--- src/rtl/ld_req_issuer.sv ---
// ld_req_issuer: serialises one load request into the FTk token stream.
// Optional nack-stall counter is enabled by defining LD_REQ_STALL_COUNT_EN.
package ld_req_pkg;
  localparam int WIDTH_DATA = 32;
  typedef struct packed {
    logic                  v;
    logic                  a;
    logic                  r;
    logic                  c;
    logic                  i;
    logic [WIDTH_DATA-1:0] d;
  } FTk_t;
  typedef struct packed {
    logic n;
    logic t;
  } BTk_t;
endpackage

module ld_req_issuer
  import ld_req_pkg::*;
#(
  parameter int WIDTH_ADDR   = 8,
  parameter int WIDTH_LENGTH = 8
) (
  input  logic                    clock,
  input  logic                    reset,
  input  logic                    I_Start,
  input  logic [WIDTH_DATA-1:0]   I_MyID,
  input  logic [WIDTH_DATA-1:0]   I_ID_T,
  input  logic [WIDTH_DATA-1:0]   I_ID_F,
  input  logic [WIDTH_DATA-1:0]   I_AttribWord,
  input  logic [WIDTH_DATA-1:0]   I_RConfig,
  input  logic [WIDTH_LENGTH+1:0] I_Length,
  input  logic [WIDTH_ADDR-1:0]   I_Stride,
  input  logic [WIDTH_ADDR-1:0]   I_Base,
  output FTk_t                    O_FTk,
  input  BTk_t                    I_BTk,
  output logic                    O_Ack,
  output logic                    O_Busy,
  output logic                    O_Done,
  output logic [15:0]             O_StallCount
);

  typedef enum logic [1:0] {IDLE, SEND, WAIT_TERM} state_e;

  state_e                  state_q, state_d;
  logic [3:0]              idx_q, idx_d, idx_nxt;
  FTk_t                    ftk_q, ftk_d, nxt_word;
  logic                    ack_q, ack_d;
  logic                    busy_q, busy_d;
  logic                    done_q, done_d;
  logic [WIDTH_DATA-1:0]   id_t_q, id_t_d;
  logic [WIDTH_DATA-1:0]   id_f_q, id_f_d;
  logic [WIDTH_DATA-1:0]   attr_q, attr_d;
  logic [WIDTH_DATA-1:0]   rcfg_q, rcfg_d;
  logic [WIDTH_LENGTH+1:0] len_q, len_d;
  logic [WIDTH_ADDR-1:0]   stride_q, stride_d;
  logic [WIDTH_ADDR-1:0]   base_q, base_d;
  logic [WIDTH_DATA-1:0]   myid_q, myid_d;

  assign idx_nxt = idx_q + 4'd1;

  // Build the word that follows the one currently presented.
  always_comb begin
    nxt_word   = '0;
    nxt_word.v = 1'b1;
    unique case (idx_nxt)
      4'd1:    nxt_word.d = id_t_q;
      4'd2:    nxt_word.d = id_f_q;
      4'd3:    nxt_word.d = attr_q;
      4'd4:    nxt_word.d = rcfg_q;
      4'd5:    nxt_word.d = WIDTH_DATA'(len_q);
      4'd6:    nxt_word.d = WIDTH_DATA'(stride_q);
      4'd7:    nxt_word.d = WIDTH_DATA'(base_q);
      default: nxt_word.r = 1'b1;
    endcase
  end

  // Next-state: accept, stream with nack hold, abort or wait for termination.
  always_comb begin
    state_d  = state_q;
    idx_d    = idx_q;
    ftk_d    = ftk_q;
    ack_d    = 1'b0;
    done_d   = 1'b0;
    myid_d   = myid_q;
    id_t_d   = id_t_q;
    id_f_d   = id_f_q;
    attr_d   = attr_q;
    rcfg_d   = rcfg_q;
    len_d    = len_q;
    stride_d = stride_q;
    base_d   = base_q;
    unique case (state_q)
      IDLE: begin
        // A start in the O_Done cycle is held off by one cycle.
        if (I_Start && !done_q) begin
          myid_d   = I_MyID;
          id_t_d   = I_ID_T;
          id_f_d   = I_ID_F;
          attr_d   = I_AttribWord;
          rcfg_d   = I_RConfig;
          len_d    = I_Length;
          stride_d = I_Stride;
          base_d   = I_Base;
          ack_d    = 1'b1;
          idx_d    = 4'd0;
          ftk_d    = '0;
          ftk_d.v  = 1'b1;
          ftk_d.a  = 1'b1;
          ftk_d.d  = I_MyID;
          state_d  = SEND;
        end
      end
      SEND: begin
        if (I_BTk.t) begin
          ftk_d   = '0;
          idx_d   = 4'd0;
          done_d  = 1'b1;
          state_d = IDLE;
        end else if (ftk_q.v && !I_BTk.n) begin
          if (idx_q >= 4'd8) begin
            ftk_d   = '0;
            state_d = WAIT_TERM;
          end else begin
            idx_d = idx_nxt;
            ftk_d = nxt_word;
          end
        end
      end
      WAIT_TERM: begin
        if (I_BTk.t) begin
          idx_d   = 4'd0;
          done_d  = 1'b1;
          state_d = IDLE;
        end
      end
      default: state_d = IDLE;
    endcase
    busy_d = (state_d != IDLE);
  end

  // State, stream and holding registers.
  always_ff @(posedge clock or negedge reset) begin
    if (!reset) begin
      state_q  <= IDLE;
      idx_q    <= '0;
      ftk_q    <= '0;
      ack_q    <= 1'b0;
      busy_q   <= 1'b0;
      done_q   <= 1'b0;
      myid_q   <= '0;
      id_t_q   <= '0;
      id_f_q   <= '0;
      attr_q   <= '0;
      rcfg_q   <= '0;
      len_q    <= '0;
      stride_q <= '0;
      base_q   <= '0;
    end else begin
      state_q  <= state_d;
      idx_q    <= idx_d;
      ftk_q    <= ftk_d;
      ack_q    <= ack_d;
      busy_q   <= busy_d;
      done_q   <= done_d;
      myid_q   <= myid_d;
      id_t_q   <= id_t_d;
      id_f_q   <= id_f_d;
      attr_q   <= attr_d;
      rcfg_q   <= rcfg_d;
      len_q    <= len_d;
      stride_q <= stride_d;
      base_q   <= base_d;
    end
  end

  assign O_FTk  = ftk_q;
  assign O_Ack  = ack_q;
  assign O_Busy = busy_q;
  assign O_Done = done_q;

`ifdef LD_REQ_STALL_COUNT_EN
  logic [15:0] stall_q, stall_d;

  // Count cycles a valid word is held by nack; restart on acceptance.
  always_comb begin
    stall_d = stall_q;
    if (ack_d) begin
      stall_d = '0;
    end else if (ftk_q.v && I_BTk.n && (stall_q != 16'hFFFF)) begin
      stall_d = stall_q + 16'd1;
    end
  end

  // Stall counter register.
  always_ff @(posedge clock or negedge reset) begin
    if (!reset) begin
      stall_q <= '0;
    end else begin
      stall_q <= stall_d;
    end
  end

  assign O_StallCount = stall_q;
`else
  assign O_StallCount = '0;
`endif

endmodule

--- config.mk ---
export PLATFORM = sky130hd
export DESIGN_NAME = ld_req_issuer
export DESIGN_NICKNAME = d
export VERILOG_FILES = /design/src/rtl/ld_req_issuer.sv
export SDC_FILE = /design/constraint.sdc
export NUM_CORES = 1
export LEC_CHECK = 0
export ABC_AREA = 1
export ABC_CLOCK_PERIOD_IN_PS = 2200
export CORE_MARGIN = 3
export CORE_UTILIZATION = 50
export CTS_CLUSTER_SIZE = 16
export DETAILED_ROUTE_END_ITERATION = 6
export DONT_BUFFER_PORTS = 1
export PLACE_DENSITY = 0.75
export SYNTH_ARGS = -nofsm -noshare
export SYNTH_HDL_FRONTEND = slang
export SYNTH_SLANG_ARGS = --single-unit
--- constraint.sdc ---
create_clock -name clock -period 2.2 [get_ports clock]
set_input_delay 0.33 -clock clock [delete_from_list [all_inputs] [get_ports clock]]
set_output_delay 0.33 -clock clock [all_outputs]
set_load 0.01 [all_outputs]
# Word level (Yosys, flattened, before mapping)
# Index checks and enable logic that the tools add are counted.
# op_classes
eq_ne	13
order_cmp	1
div_mod_pow	0
mux	23
add_sub_neg	1
n_reduce_logical	13
shift	0
bitwise_logic	0
n_mul	0
# ops
cell	count
32-bit one-hot mux with 7 select lines	1
37-bit 2-to-1 mux	4
37-bit one-hot mux with 2 select lines	1
4-bit 2-to-1 mux	5
4-bit by 3-bit == test with 1-bit output, second input constant	4
4-bit one-hot mux with 3 select lines	1
2-bit 2-to-1 mux	5
4-bit by 2-bit == test with 1-bit output, second input constant	2
7-bit OR reduction	1
3-bit inequality test, second input constant	2
2-bit one-hot mux with 3 select lines	1
1-bit 2-to-1 mux	5
5-bit AND reduction	1
4-bit by 1-bit adder with 4-bit output, second input constant	1
4-bit by 1-bit == test with 1-bit output, second input constant	1
4-bit greater-or-equal comparator, second input constant	1
2-bit inequality test, second input constant	2
2-bit nonzero test	2
3-bit AND reduction	1
3-bit nonzero test	1
2-bit by 1-bit == test with 1-bit output, second input constant	1
2-bit == test, second input constant	1
1-bit logical AND	2
1-bit zero test	2
3 further kinds	3
# totals
mem_count	0
wordCells	69
mem_bits_rw	0
latchBits	0
regBits	200
mem_bits_ro	0
out_inout_bits	56
inputBits	191

# Logic depth before layout (Yosys ltp)
# Gate-level depths: netlist (run 1).
# depth
ltp_word	8
ltp_mapped	12
mapped_depth_nobuf	11

# Worst setup path after synthesis (run 1)
# Ideal clock, no wire load.
# synth_timing
path_kind	reg-to-reg
start	reg state_q[1]
end	reg idx_q[3]
setup_time_ns	0.083
path_stages_with_launch	8
t_required_ns	2.117
path_buffers	0
synth_period_minus_slack_ns	1.787
arrival_ns	1.704
slack_ns	0.413
cell_sequence	dfrtp_1 -> inv_1 -> ha_1 -> nand2_1 -> nor2_1 -> nor4_1 -> nand4_1 -> o21ai_0
# synth_via
elab_chain_cells	3
elab_cells_between_ends	10
classes_between	eq/ne (6); mux (1); reduce/logical (3)
# synth_rtl
element	line	text
start, declared	46	state_e state_q, state_d;
start signal, assigned	161	state_q <= state_d;
2-bit by 1-bit == test with 1-bit output, or another cell as far along	94	unique case (state_q)
3-bit inequality test (no source line), or another cell as far along	-	
5-bit AND reduction (no source line)	-	
end signal, assigned	162	idx_q <= idx_d;
end, declared	47	logic [3:0] idx_q, idx_d, idx_nxt;
# Several ways; a longest one is shown, not always the timed one.
# A chain may end at the register's enable or synchronous reset.

# Final worst setup path (run 1)
# layout_timing
start	reg idx_q[3]
end	reg ftk_q, in the netlist O_FTk[0]
# layout_via
elab_chain_cells	7
elab_cells_between_ends	14
classes_between	add/sub (1); order compare (1); eq/ne (7); mux (5)
# layout_rtl
element	line	text
4-bit by 1-bit adder with 4-bit output	61	assign idx_nxt = idx_q + 4'd1;
4-bit by 3-bit == test with 1-bit output, or another cell as far along	67	unique case (idx_nxt)
32-bit one-hot mux with 7 select lines	67	
37-bit 2-to-1 mux *	122	if (idx_q >= 4'd8) begin
37-bit 2-to-1 mux *	121	end else if (ftk_q.v && !I_BTk.n) begin
37-bit 2-to-1 mux *	116	if (I_BTk.t) begin
37-bit one-hot mux with 2 select lines *	94	
end signal, assigned	163	ftk_q <= ftk_d;
end, declared	48	FTk_t ftk_q, ftk_d, nxt_word;
# Every way passes the cells marked *; elsewhere a longest branch is shown, timed or not. The select of a mux whose other input is x is not followed.

==> results of run 1 <==
## flip-flops by register name, summed over array words and instances (netlist names)
| register | count |
|---|---|
| id_t_q | 32 |
| O_Done | 1 |
| O_Busy | 1 |
| idx_q | 4 |
| stride_q | 8 |
| attr_q | 32 |
| len_q | 10 |
| O_Ack | 1 |
| O_FTk | 35 |
| id_f_q | 32 |
| state_q | 2 |
| base_q | 8 |
| rcfg_q | 32 |
## placed cells by master, fill, tap and decap left out, types with 3 or more instances in the layout
cell / n
nand2_1: 474
dlygate4sd3_1: 36
buf_12: 11
inv_1: 69
clkbuf_16: 18
nand4_1: 7
dfrtp_1: 196
o21ai_0: 61
ha_1: 9
inv_6: 4
nand3_1: 125
a22oi_1: 32
a21oi_1: 3
buf_4: 9
clkinv_4: 3
conb_1: 18
nor2_1: 99
inv_8: 3
## routing by layer
layer / GRT usage (%) / part of all wire (%) / vias to the layer above
li1: - / - / 3713
met1: 38.18 / 45 / 3667
met2: 36.30 / 44 / 324
met3: 6.956 / 9.0 / 40
met4: 8.788 / 2.7 / 0
met5: 0 / 0 / -
## stage by stage
step	power [mW]	hold WS, ns	std cells	setup slack [ns]
floorplan	9.629	0.03441	1201	0.4132
global placement	11.08	0.03858	1363	0.1843
detailed placement	11.23	0.03785	1363	0.1761
CTS	14.49	-0.4295	1426	0.1351
global route	15.62	-0.4402	1433	0.01202
finish	14.50	-0.4163	1433	0.1679
## kinds of logic (layout without fill, tap and decap cells)
kind of cell	after synthesis	count (layout)
buffers and inverters	157	160
other	1	18
AND/OR/NAND/NOR	715	715
AO/OA/AOI/OAI	103	103
adder cells (fa/ha/maj)	10	10
flip-flops	198	198
## repair_timing
item / 4_1_cts / 5_1_grt
hold buffers: 31 / 5
endpoints found under the setup margin: 0 / 32
resized for setup: 0 / 4
buffers inserted: 0 / 1
hold endpoints to repair: 229 / 203
## final cells by class
| cell class | count | area, um2 | area share (%) |
|---|---|---|---|
| Sequential cell | 198 | 4957 | 47.16 |
| Multi-Input combinational cell | 846 | 3714 | 35.32 |
| Timing Repair Buffer | 58 | 684.4 | 6.510 |
| Clock buffer | 18 | 439.2 | 4.178 |
| Tap cell | 229 | 286.5 | 2.726 |
| Inverter | 70 | 267.8 | 2.547 |
| Clock inverter | 14 | 163.9 | 1.559 |
## power groups by stage
stage          clock [mW]  sequential (mW)  combinational, mW
6_report             3.21             6.35               4.93
4_1_cts              3.25             6.34               4.90
2_1_floorplan           0             6.10               3.53
3_3_place_gp            0             6.36               4.72
3_5_place_dp            0             6.40               4.83
5_1_grt              3.43             6.54               5.65
## worst paths after layout
path	slack, ns	from	to	cells past startpoint
worst max-delay path	0.17	idx_q[3]	O_FTk[0]	11
worst min-delay path	-0.42	reset	rcfg_q[26]	0
worst max register to register	0.17	idx_q[3]	O_FTk[0]	11
worst min register to register	0.48	attr_q[11]	attr_q[11]	2
max in group asynchronous	2.32	reset	idx_q[1]	0
min in group clock	0.01	I_Stride[0]	stride_q[0]	2
## worst max-delay path: cells and delay by family, from the launching register on
| kind | cells | cell delay (ns) |
|---|---|---|
| buffers and inverters | 2 | 0.31 |
| AND/OR/NAND/NOR | 9 | 1.16 |
| flip-flops | 1 | 0.43 |
==> flow_summary.json, run 1 <==
{
  "synth_top_family_by_area": "simple AND/OR/NAND/NOR gates",
  "p_leak_nw": 5.440,
  "sw_frac_of_total_pct": 39.09,
  "fin_nets": 1392,
  "worst_slew_pin_slew_ns": 0.5113,
  "die_h_um": 142.2,
  "io_pins": 247,
  "synth_fa_ha_area_share_pct": 1.350,
  "crit_type": "register to register",
  "slowest_stage": "dfrtp_1",
  "grt-ovfl-total": 0,
  "grt_use_total_pct": 25.64,
  "violations": "hold timing",
  "numCtsBuffers": 17,
  "ys_seq_elements": 198,
  "grt_pass1_wl_um": 40120,
  "place_congestion": 0.9218,
  "synth_flop_cell": "dfrtp_1",
  "hold_viol": 198,
  "synth_area_leaders": "dfrtp_1, nand2_1, nand3_1",
  "power.density_mw_per_mm2": 1379,
  "synth_area_mm2": 0.009270,
  "synth_async_sr_flop_share_pct": 100.0,
  "wl_um": 25750,
  "peakVddDrop_uv": 595.6,
  "p_sw_mw": 5.668,
  "clk_pin_slew_ns": 0.08,
  "pwr-share-seq_pct": 43.8,
  "fillers": 1611,
  "yosys_warnings": 0,
  "viasPerCell": 5.404,
  "synth.largest_area_cell": "dfrtp_1",
  "drive_gt1_share_pct": 5.482,
  "period_minus_slack_ns": 2.032,
  "core_area_mm2": 0.01809,
  "internal_power_mw": 8.831,
  "synth_top_area_share_pct": 53.45,
  "antenna_found_initial": 0,
  "cts.path.max_buffers": 2,
  "cpMostUsedCell": "nand2_1",
  "die_w_um": 142.2,
  "cts-root-buf": "clkbuf_16",
  "placed_area_mm2": 0.009508,
  "synth-simple-area-share_pct": 31.08,
  "drt_pass1_iterations": 5,
  "drv_cap": 0,
  "clk-insertion-delay-late_ns": 0.43,
  "n_antenna_cell": 0,
  "fp.dieArea_mm2": 0.02021,
  "port_buffers": 0,
  "slew_headroom_pct": 65.91,
  "synth_most_common_cell": "nand2_1",
  "drc_errors": 0,
  "tns_ns": 0,
  "power.share.clock_pct": 22.2,
  "synth_cells": 1184,
  "worst_ep_required_time_ns": 2.52,
  "clock_skew_ns": 0.008211,
  "outcome": "finished, violations left",
  "dr.first_iter.drc_count": 638,
  "grt_max_degree": 199,
  "synth_xor_area_share_pct": 0,
  "cp_slowest_stage_delay_ns": 0.43,
  "cts_tree": "done",
  "synth_mux_area_share_pct": 0,
  "rows": 49,
  "hold_class": "input port to asynchronous set/reset pin",
  "path_cells": "inv_1, nand4_1, nand2_2, nor2_4, buf_12, nand3_1, nand2_1, nor2_1, nand2_1, nand2_1, nand2_1",
  "synthDistinctLibCells": 27,
  "routedWlPerCell_um": 17.97,
  "cp.arrival_ns": 2.35,
  "fmax_mhz": 492.1,
  "initial_core_util_pct": 51.26,
  "finalCritPeriodShare_pct": 92.37,
  "start_kind": "register",
  "vias": 7744,
  "final_antenna_net_count": 0,
  "crit_fanout": 59,
  "holdWs_ns": -0.4163,
  "area_delta_synth_final_pct": 13.40,
  "worst_setup_path_end_kind": "register",
  "synth-seq-area-share_pct": 53.45,
  "grt_pass1_vias": 7233,
  "h-tree-depth": 4,
  "hpwl_um": 17650,
  "synth_edf_count": 0,
  "fin_area_mm2": 0.01051,
  "comb_power_share_pct": 34.0,
  "finalMaxSlewViolations": 0,
  "synth_compound_area_share_pct": 6.573,
  "clock-sinks": 198,
  "avgSynthCellArea_um2": 7.830,
  "rsz0062_at_grt": "false",
  "fin_util_pct": 58.13,
  "setup_viol": 0,
  "synthTopCellsByCount": "nand2_1, dfrtp_1, nand3_1"
}
Power figures use the tool's default switching activity.
==> inputs of run 2 (changes only) <==
CORE_UTILIZATION = 40   (was 50)
PLACE_DENSITY = 0.64   (was 0.75)
SETUP_SLACK_MARGIN = 0.5   (was not set)
==> flow_summary.json, run 2 (same netlist as run 1, synthesis figures left out) <==
{
  "port_buffers": 0,
  "peakVddDrop_uv": 572.3,
  "grt_pass1_vias": 7478,
  "drive_gt1_share_pct": 13.57,
  "setup_viol": 0,
  "io_pins": 247,
  "drv_cap": 0,
  "tns_ns": 0,
  "placed_area_mm2": 0.009619,
  "mostFrequentLayoutCell": "nand2_1",
  "clock-sinks": 198,
  "clk_pin_slew_ns": 0.07,
  "p_leak_nw": 5.674,
  "crit_fanout": 6,
  "wl_um": 29710,
  "initial_core_util_pct": 40.82,
  "grt-ovfl-total": 0,
  "start_kind": "register",
  "rows": 55,
  "cp.arrival_ns": 2.19,
  "fmax_mhz": 534.2,
  "drc_errors": 9,
  "grt_pass1_wl_um": 42900,
  "numCtsBuffers": 17,
  "core_area_mm2": 0.02271,
  "final_antenna_net_count": 0,
  "internal_power_mw": 9.227,
  "power.density_mw_per_mm2": 1365,
  "largest_reg_flops": 35,
  "period_minus_slack_ns": 1.872,
  "finalMaxSlewViolations": 0,
  "routedWlPerCell_um": 19.53,
  "pwr-share-seq_pct": 42.0,
  "layout_common_cells": "nand2_1, dfrtp_1, nand3_1",
  "drt_pass1_iterations": 7,
  "outcome": "finished, violations left",
  "grt_max_degree": 199,
  "finalCritPeriodShare_pct": 85.08,
  "hold_class": "input port to asynchronous set/reset pin",
  "clock_skew_ns": 0.01369,
  "hpwl_um": 19970,
  "antenna_found_initial": 4,
  "fin_area_mm2": 0.01122,
  "holdBufCountCts": 25,
  "p_sw_mw": 6.090,
  "place_congestion": 0.9054,
  "dr.first_iter.drc_count": 709,
  "viasPerCell": 5.256,
  "clk-insertion-delay-late_ns": 0.43,
  "crit_type": "register to register",
  "power.share.clock_pct": 20.7,
  "holdWs_ns": -0.4113,
  "sw_frac_of_total_pct": 39.76,
  "power_mw": 15.32,
  "setup_slack_ns": 0.3282,
  "vias": 7994,
  "hold_viol": 198,
  "reg2reg_depth": 12,
  "comb_power_share_pct": 37.3,
  "worst_setup_path_end_kind": "register",
  "area_delta_synth_final_pct": 21.02,
  "cts.path.max_buffers": 2,
  "rsz0062_at_grt": "true",
  "dp_slack_ns": 0.1944,
  "worst_ep_required_time_ns": 2.52,
  "die_w_um": 158.2,
  "fp.dieArea_mm2": 0.02504,
  "die_h_um": 158.2,
  "cts-root-buf": "clkbuf_16",
  "grt_use_total_pct": 22.46,
  "cts_tree": "done",
  "h-tree-depth": 4,
  "fin_nets": 1419,
  "violations": "DRC, hold timing"
}
[run 2: cell count changes in the layout (fill, tap and decap cells not counted), moves of 7 or more]
cell           previous run  this run
buf_4                     9        30
dlygate4sd3_1            36        25
nand2_1                 474       458
nand2_2                   1        16
nand3_1                 125       113
nand3_2                   0        11
nor2_1                   99        79
nor2_2                    2        15
nor2_4                    2         9
[run 2: what timing repair did]
item / 4_1_cts / 5_1_grt
setup endpoints to repair: 153 / 171
gates cloned: 3 / 7
setup buffers: 13 / 10
hold endpoints to repair: 223 / 198
pin swaps: 11 / 29
resized for setup: 47 / 46
[run 2: critical path: stages, from the launching register on]
cell and delay, ns:
dfrtp_1 0.40, inv_2 0.08, nand4_1 0.22, nand2_2 0.22
nor2_4 0.09, buf_12 0.14, clkbuf_16 0.15, nand3_2 0.06
nand2_2 0.07, nor2_4 0.14, nand2_1 0.06, nand2_1 0.07
nand2_1 0.05
[run 2: power groups by stage]
stage          Combinational, mW  Clock, mW  Sequential (mW)
2_1_floorplan               3.57          0             6.10
3_3_place_gp                4.80          0             6.41
3_5_place_dp                4.90          0             6.45
4_1_cts                     5.32       3.22             6.40
5_1_grt                     6.44       3.37             6.61
6_report                    5.71       3.17             6.43
[run 2: area by class of cell]
cell class              instances  area [um2]
diodes                          5       12.51
clock buffers                  19       442.9
clock inverters                13       143.9
fillers                      2211       11490
inverters                      70       270.3
multi-input cells             846        3963
flip-flops and latches        198        4959
well taps                     285       356.6
repair buffers                 85        1071
[run 2: layer usage]
metal | global-route usage (%) | vias to the layer above | wire, um
li1 | - | 3779 | -
met1 | 33.23 | 3803 | 13360
met2 | 31.58 | 363 | 12980
met3 | 6.452 | 45 | 2666
met4 | 7.497 | 4 | 686
met5 | 0 | - | 21
[run 2: worst paths after layout]
check	startpoint	to	slack, ns
worst max-delay path	idx_q[3]	O_FTk[3]	0.33
worst min-delay path	reset	rcfg_q[16]	-0.41
worst max register to register	idx_q[3]	O_FTk[3]	0.33
worst min register to register	id_f_q[15]	id_f_q[15]	0.48
max in group asynchronous	reset	idx_q[0]	2.22
min in group clock	I_RConfig[2]	rcfg_q[2]	0.01
[run 2: stage by stage]
step                hold WS [ns]  util [%]  cells
finish                   -0.4113     49.40   1521
global route             -0.4310     49.37   1518
CTS                      -0.4232     47.54   1499
detailed placement       0.03915     42.36   1426
global placement         0.04057     42.36   1426
floorplan                0.03441         -   1201
==> inputs of run 3 (changes only) <==
--- a/config.mk
+++ b/config.mk
@@ -13,4 +13,5 @@
 export DETAILED_ROUTE_END_ITERATION = 6
 export DONT_BUFFER_PORTS = 1
+export HOLD_SLACK_MARGIN = 0.15
 export PLACE_DENSITY = 0.64
 export SETUP_SLACK_MARGIN = 0.5
==> constraint.sdc (replaced) <==
create_clock -name clock -period 2.2 [get_ports clock]
set_input_delay 0.33 -clock clock [delete_from_list [all_inputs] [get_ports clock]]
set_output_delay 0.33 -clock clock [all_outputs]
set_load 0.005 [all_outputs]
==> flow_summary.json, run 3 (same netlist as run 1, synthesis figures left out) <==
{
  "rsz0062_at_grt": "true",
  "drt-met1-wl_um": 14170,
  "rrSetupSlack_ns": 0.27,
  "comb_power_share_pct": 41.0,
  "dr.first_iter.drc_count": 827,
  "drive_gt1_share_pct": 16.15,
  "dr.max_layer_used": "met5",
  "hpwl_um": 19760,
  "vias": 8693,
  "crit_fanout": 6,
  "grt_max_degree": 199,
  "crit_type": "register to register",
  "grt_pass1_wl_um": 46220,
  "clock_skew_ns": 0.01301,
  "drv_cap": 0,
  "setup_viol": 0,
  "wl_um": 31520,
  "largest_reg_flops": 35,
  "fmax_mhz": 517.8,
  "final_cells": 1684,
  "wl_met3_um": 2329,
  "sw_frac_of_total_pct": 40.42,
  "mostFrequentLayoutCell": "nand2_1",
  "peakVddDrop_uv": 588.6,
  "violations": "hold timing",
  "cts-root-buf": "clkbuf_16",
  "finalCritPeriodShare_pct": 87.78,
  "power.density_mw_per_mm2": 1213,
  "clk_pin_slew_ns": 0.08,
  "cp.arrival_ns": 2.25,
  "power.share.clock_pct": 19.7,
  "numCtsBuffers": 17,
  "final_antenna_net_count": 0,
  "fp.dieArea_mm2": 0.02504,
  "n_antenna_cell": 0,
  "tns_ns": 0,
  "holdBufCountCts": 187,
  "hold_class": "input port to asynchronous set/reset pin",
  "routedWlPerCell_um": 18.72,
  "die_w_um": 158.2,
  "port_buffers": 0,
  "pwr-share-seq_pct": 39.3,
  "dp_slack_ns": 0.1593,
  "die_h_um": 158.2,
  "worst_ep_required_time_ns": 2.52,
  "finalMaxSlewViolations": 0,
  "viasPerCell": 5.162,
  "p_leak_nw": 6.579,
  "drc_errors": 0,
  "r2r-end": "O_FTk[3]",
  "timing.rr.start": "idx_q[0]",
  "outcome": "finished, violations left",
  "cts.path.max_buffers": 2,
  "place_congestion": 0.9049,
  "antenna_found_initial": 1,
  "clk-insertion-delay-late_ns": 0.43,
  "internal_power_mw": 9.551,
  "period_minus_slack_ns": 1.931,
  "placedCellCount": 1426,
  "grt_use_total_pct": 24.15,
  "core_area_mm2": 0.02271,
  "p_sw_mw": 6.480,
  "clock-sinks": 198,
  "grt-ovfl-total": 0,
  "reg2reg_depth": 14,
  "layout_common_cells": "nand2_1, dfrtp_1, dlygate4sd3_1",
  "grt_pass1_vias": 8297,
  "holdWs_ns": -0.4114,
  "fin_nets": 1587,
  "io_pins": 247,
  "met2_length_um": 14150,
  "worst_setup_path_end_kind": "register",
  "h-tree-depth": 4,
  "drt_pass1_iterations": 5,
  "initial_core_util_pct": 40.82,
  "setup_slack_ns": 0.2688,
  "start_kind": "register",
  "area_delta_synth_final_pct": 42.50,
  "hold_viol": 198,
  "rows": 55,
  "cts_tree": "done"
}
==> run 3: power by group through the flow <==
| stage | sequential, mW | combinational, mW | clock, mW |
|---|---|---|---|
| detailed placement | 6.31 | 4.96 | 0 |
| global placement | 6.27 | 4.86 | 0 |
| finish | 6.30 | 6.57 | 3.15 |
| floorplan | 5.99 | 3.56 | 0 |
| CTS | 6.28 | 5.90 | 3.19 |
| global route | 6.48 | 7.23 | 3.33 |
==> run 3: how the worst max path moves through the flow <==
stage          slack, ns  startpoint   endpoint  depth (start not counted)
2_1_floorplan       0.44  state_q[0]  attr_q[0]                          9
3_3_place_gp        0.23    idx_q[3]   O_FTk[2]                         11
3_5_place_dp        0.16  state_q[0]  O_FTk[13]                          9
4_1_cts             0.40    idx_q[0]  O_FTk[17]                         11
5_1_grt             0.21    idx_q[0]  O_FTk[12]                         10
6_report            0.27    idx_q[0]   O_FTk[3]                         14
==> run 3: layer usage <==
| layer | GRT usage [%] | up-vias |
|---|---|---|
| met4 | 6.719 | 2 |
| met1 | 35.73 | 4150 |
| met5 | 0 | - |
| met3 | 5.358 | 65 |
| li1 | - | 4114 |
| met2 | 35.83 | 362 |
==> run 3: through the flow <==
step	util [%]	hold WS, ns	total power, mW	cell area (um2)
6_report	58.17	-0.4114	16.03	13210
5_1_grt	58.17	-0.4334	17.04	13210
4_1_cts	56.36	-0.4307	15.37	12800
3_5_place_dp	42.41	0.03936	11.27	9632
3_3_place_gp	42.41	0.04062	11.13	9632
2_1_floorplan	-	0.03441	9.550	9370
==> run 3: critical path, cell delays in order, from the launching register on <==
cell     delay, ns
dfrtp_2       0.49
ha_4          0.20
inv_2         0.06
nand2_2       0.06
nand2_4       0.11
nor2_4        0.06
buf_12        0.15
buf_12        0.13
buf_16        0.12
nand3_2       0.05
nand2_2       0.07
nor2_4        0.11
nand2_1       0.07
nand2_1       0.07
nand2_1       0.05
==> run 3: layout make-up <==
cell class,count,area [um2]
fillers,1894,9499
flip-flops and latches,198,4960
clock inverters,14,141.4
clock buffers,18,439.2
multi-input cells,846,4203
repair buffers,253,2840
well taps,285,356.6
inverters,70,270.3
==> run 3: what timing repair did <==
action,in CTS,in global routing
setup buffers,24,4
cloned,9,2
setup endpoints to repair,112,82
pin swaps,30,28
gates resized for setup,84,90
hold endpoints to repair,387,198
